`config.mk`:
```
export PLATFORM = sky130hd
export DESIGN_NAME = inst_fetch_unit
export DESIGN_NICKNAME = d
export VERILOG_FILES = /design/src/rtl/cpu_pkg.sv /design/src/rtl/inst_rom.sv /design/src/rtl/inst_fetch_unit.sv
export SDC_FILE = /design/constraint.sdc
export NUM_CORES = 1
export LEC_CHECK = 0
export CAP_MARGIN = 15
export CELL_PAD_IN_SITES_DETAIL_PLACEMENT = 2
export CELL_PAD_IN_SITES_GLOBAL_PLACEMENT = 2
export CORE_MARGIN = 5
export CORE_UTILIZATION = 35
export DETAILED_ROUTE_END_ITERATION = 10
export DONT_BUFFER_PORTS = 1
export PLACE_DENSITY = 0.83
export SLEW_MARGIN = 20
export SYNTH_ARGS = -nofsm -noshare
export SYNTH_HDL_FRONTEND = slang
export SYNTH_SLANG_ARGS = --single-unit
```
`constraint.sdc`:
```
create_clock -name Clk -period 2.4 [get_ports Clk]
set_input_delay 0.48 -clock Clk [delete_from_list [all_inputs] [get_ports Clk]]
set_output_delay 0.48 -clock Clk [all_outputs]
set_load 0.01 [all_outputs]
```
`src/rtl/cpu_pkg.sv`:
```
// Shared CPU datapath types and constants: word/address types, well-known opcodes
// and the default instruction ROM image.
package cpu_pkg;

  localparam int INST_WIDTH = 32;

  typedef logic [INST_WIDTH-1:0] word_t;
  typedef logic [31:0]           addr_t;

  localparam word_t HALT_CODE = 32'hFFFF_FFFF;
  localparam word_t NOP_CODE  = 32'h0000_0000;

  // Words beyond the image are filled with NOP_CODE by the ROM.
  localparam int IMAGE_LEN = 8;
  localparam logic [IMAGE_LEN-1:0][INST_WIDTH-1:0] DEFAULT_ROM_IMAGE = {
    32'h0232_9006,
    32'h020F_8827,
    32'h01AE_7826,
    32'h014B_602A,
    32'h0109_5025,
    32'h00C7_2024,
    32'h00A4_1822,
    32'h0043_0820
  };

endpackage

```
`src/rtl/inst_rom.sv`:
```
// Constant, read-only instruction ROM with a purely combinational read port.
// PATCH_INDEX/PATCH_WORD optionally replace one word of the default image.
module inst_rom
  import cpu_pkg::*;
#(
  parameter int    ROM_DEPTH   = 64,
  parameter int    ADDR_W      = $clog2(ROM_DEPTH),
  parameter int    PATCH_INDEX = -1,
  parameter word_t PATCH_WORD  = NOP_CODE
) (
  input  logic [ADDR_W-1:0] i_index,
  output word_t             o_word
);

  word_t w_rom [ROM_DEPTH];

  genvar gi;
  generate
    for (gi = 0; gi < ROM_DEPTH; gi++) begin : g_word
      if (gi == PATCH_INDEX) begin : g_patch
        assign w_rom[gi] = PATCH_WORD;
      end else if (gi < IMAGE_LEN) begin : g_image
        assign w_rom[gi] = DEFAULT_ROM_IMAGE[gi];
      end else begin : g_fill
        assign w_rom[gi] = NOP_CODE;
      end
    end
  endgenerate

  assign o_word = w_rom[i_index];

endmodule

```
`src/rtl/inst_fetch_unit.sv`:
```
// Instruction-fetch stage: PC register plus combinational ROM lookup.
// Optional HALT freeze on 32'hFFFF_FFFF is enabled by defining INST_FETCH_HALT_EN.
module inst_fetch_unit
  import cpu_pkg::*;
#(
  parameter int    ROM_DEPTH   = 64,
  parameter addr_t RESET_PC    = 32'h0000_0000,
  parameter int    PC_STEP     = 4,
  parameter int    PATCH_INDEX = -1,
  parameter word_t PATCH_WORD  = NOP_CODE
) (
  input  logic        Clk,
  input  logic        Rst,
  output logic [31:0] Inst_Code,
  output logic [31:0] PC
);

  localparam int ADDR_W = $clog2(ROM_DEPTH);

  // Initialiser gives a valid PC even if Rst is never asserted.
  addr_t r_pc = RESET_PC;
  logic  w_halt;
  word_t w_inst;

  // Upper PC bits are dropped, so fetch aliases and wraps through the ROM.
  inst_rom #(
    .ROM_DEPTH  (ROM_DEPTH),
    .ADDR_W     (ADDR_W),
    .PATCH_INDEX(PATCH_INDEX),
    .PATCH_WORD (PATCH_WORD)
  ) u_rom (
    .i_index(r_pc[ADDR_W+1:2]),
    .o_word (w_inst)
  );

`ifdef INST_FETCH_HALT_EN
  assign w_halt = (w_inst == HALT_CODE);
`else
  assign w_halt = 1'b0;
`endif

  always_ff @(posedge Clk) begin
    if (Rst) begin
      r_pc <= RESET_PC;
    end else if (!w_halt) begin
      r_pc <= r_pc + addr_t'(PC_STEP);
    end
  end

  assign PC        = r_pc;
  assign Inst_Code = w_inst;

endmodule

```
==> results by group <==
Outcome
  – Outcome: complete, no violations

GRT
  – Largest net degree at the start of global routing: 34
  – Initial antenna violation count: 0
  – First-pass GRT wire length: between 8 and 9 mm
  – Overall Global Routing Usage: between 10% and 20%
  – Vias in the first global route: ~1700
  – Total gr overflow: 0

Die
  – IO Count: between 60 and 70
  – Core area: approximately 0.005 mm²
  – Full die area: about 0.0067 mm²
  – Starting Density: 35.53%
  – DIE WIDTH: around 82 µm
  – Die H: ~80 µm
  – Placement Rows: 26

Clock tree
  – CTS sink cnt: 30
  – TritonCTS Buffers: 5
  – Max H-tree Level: 2
  – TritonCTS clock tree: done
  – Post-CTS Setup Repair Bufs: 0
  – Root Buffer: clkbuf_8
  – Clock transition at path regs: around 0.060 ns
  – Deepest clock path buffer count: 2
  – Clk_lat worst skew: between 0.2 and 0.3 ns

Timing
  – Highest Clock Rate: between 400 and 500 MHz
  – RSZ-0062 raised after global routing: no
  – Fin. Hold Viols: 0
  – Tmin final: about 2.2 ns
  – Fin. max-slew vios: 0
  – Setup violators final: 0
  – Final Skew: 0.008163 ns
  – Setup TNS: 0 ns
  – Period Utilization, post-route: between 90 and 100%

Setup path
  – Startpoint Class: flop
  – Setup Crit Path Kind: flop to output port
  – Crit Path Max Fanout: 7
  – Crit. End Element: output port
  – Setup slack, reg-to-reg: 0.23 ns
  – WP data required: 1.92 ns
  – Crit path DAT: around 1.8 ns

Routing
  – Drt pass-1 iters: 4
  – Via density: 5.423
  – Antenna-violating nets left: 0
  – DR WL/cell: ~18 µm
  – Routed WL: approximately 5.2 mm
  – 1st-iter DRT viols: 45
  – Via Count: ~1600
  – DRC: 0

Cells and area
  – Largest register FFs: 30
  – Area grow syn2layout: 7.472%
  – Final Cell Area: between 0.0015 and 0.002 mm²
  – Ant. Diodes: 0
  – Filler cells: between 500 and 600
  – Nets: 230
  – Share of layout cells above drive strength 1: ~12%

Placed design
  – # port buffers: 0
  – Final HPWL DP: 3.795 mm
  – Routability Congestion: 0.7332
  – Placed standard-cell area: roughly 0.0018 mm²

Synthesis
  – Netlist cell types: 37
  – Ys async rst share: 0%
  – Cell taking the most area after synthesis: dfxtp_1
  – Synth Area in Simple Gates: 30.38%
  – Mapped Cells: 216
  – Post-synth top cells: dfxtp_1 (30), nor2_1 (22), a21oi_1 (18)
  – Adder-cell share of the synthesized area: 4.888%
  – Register bit total from synthesis: 30
  – Synth top area share: about a third
  – Post-synthesis mux area share: 2.933%
  – Synth area leaders: dfxtp_1 (34%), buf_4 (7.1%), a21oi_1 (5.0%), ha_1 (4.9%), nor2_1 (4.6%)
  – Main combinational cell family by area after synthesis: simple AND/OR/NAND/NOR gates
  – Primary FF master, synth: dfxtp_1
  – Register area share after synthesis: around a third
  – Post-synth EDFFs: 0
  – Yosys warning total: 0
  – Count leader, synth: dfxtp_1
  – Complex-gate fraction of the synthesized area: between 10% and 20%
  – Xor/xnor share of the synthesized area: between 4 and 5%
  – Avg Cell Area, Syn: about 8.3 µm²
  – Synthesized area: ~0.0018 mm²

Pwr
  – Leak pwr: ~0.00071 µW
  – Peak supply drop: about 0.24 mV
  – PD cells: 518.0 mW/mm²
  – P_sw: approximately 260 µW
  – Seq pwr share: between 50 and 60%
  – Share of total power in the clock network: 37.7%
  – Switching share of power: 26.22%
  – Internal Power: between 700 and 800 µW
  – Power share of the combinational group: a little over a tenth

Run
  – Max Cap Viol: 0

Hold path
  – Hold Crit Class: input pin to flop
## worst max-delay path, stage by stage, from the launching register on
cell      delay, ns
dfxtp_1        0.45
buf_4          0.23
inv_1          0.11
ha_1           0.24
a211oi_1       0.44
## metrics by stage
step	hold WS [ns]	setup slack [ns]	instances	power, µW	util [%]
2_1_floorplan	0.5043	0.2743	229	628.7	-
3_3_place_gp	0.5152	0.3400	284	628.8	36.55
3_5_place_dp	0.5232	0.1953	284	633.0	36.55
4_1_cts	0.2495	0.04049	291	1013	38.06
5_1_grt	0.2471	0.03191	291	1047	38.19
6_report	0.2602	0.1693	291	997.4	38.19
## layer usage
layer / global-route usage (%) / vias up / part of all wire (%)
met5: 0 / - / 0
met4: 4.561 / 0 / 1.3
met3: 5.702 / 5 / 7.5
met2: 28.66 / 43 / 50
met1: 19.20 / 774 / 42
li1: - / 756 / -
## worst paths after layout
path / depth (start not counted) / from / endpoint
setup / recovery: 4 / PC[2] / Inst_Code[2]
hold / removal: 1 / Rst / PC[27]
setup reg to reg: 5 / PC[3] / PC[30]
hold reg to reg: 1 / PC[2] / PC[2]
## what timing repair did
action	CTS	global route
resized for setup	0	2
endpoints found under the setup margin	0	2
hold buffers	0	0
hold endpoints to repair	0	0
## logic make-up (layout without fill, tap and decap cells)
logic type / after synthesis / after routing
multiplexers: 5 / 5
other: 1 / 14
AND/OR/NAND/NOR: 93 / 93
AO/OA/AOI/OAI: 38 / 38
flip-flops: 30 / 30
adder cells (fa/ha/maj): 7 / 7
buffers and inverters: 33 / 25
XOR/XNOR: 9 / 9
## cells in the final DEF (no fill, tap or decap), drive strengths merged
cell type	Yosys	layout
xor2	9	9
ha	7	7
and3	4	4
buf	21	12
nand3	12	12
o21ai	6	6
nor3	2	2
o31ai	10	10
and2	3	3
dfxtp	30	30
nor2b	6	6
nor4	2	2
mux2i	3	3
nand4	8	8
nor2	22	22
a211oi	3	3
or4	10	10
clkbuf	6	7
or3	7	7
and4	5	5
or2	1	1
conb	1	14
a21oi	18	18
nand2	10	10
inv	6	6
nand3b	1	1
a221oi	1	1
mux2	2	2
## layout make-up
cell class | count | area, µm² | area share [%]
multi-input combinational | 166 | 1047 | 54.39
sequential | 30 | 601.8 | 31.25
timing repair buffer | 12 | 90.09 | 4.678
tap | 70 | 87.58 | 4.548
clock buffer | 7 | 76.32 | 3.964
inverter | 6 | 22.52 | 1.170
## power groups by stage
stage / Sequential, µW / Clock (µW) / Combinational [µW]
after floorplan: 522 / 0 / 106
after global placement: 522 / 0 / 107
after detailed placement: 523 / 0 / 110
after CTS: 512 / 391 / 111
after global routing: 513 / 412 / 122
final: 512 / 376 / 109
No activity file was read; power rests on OpenSTA's default activity.
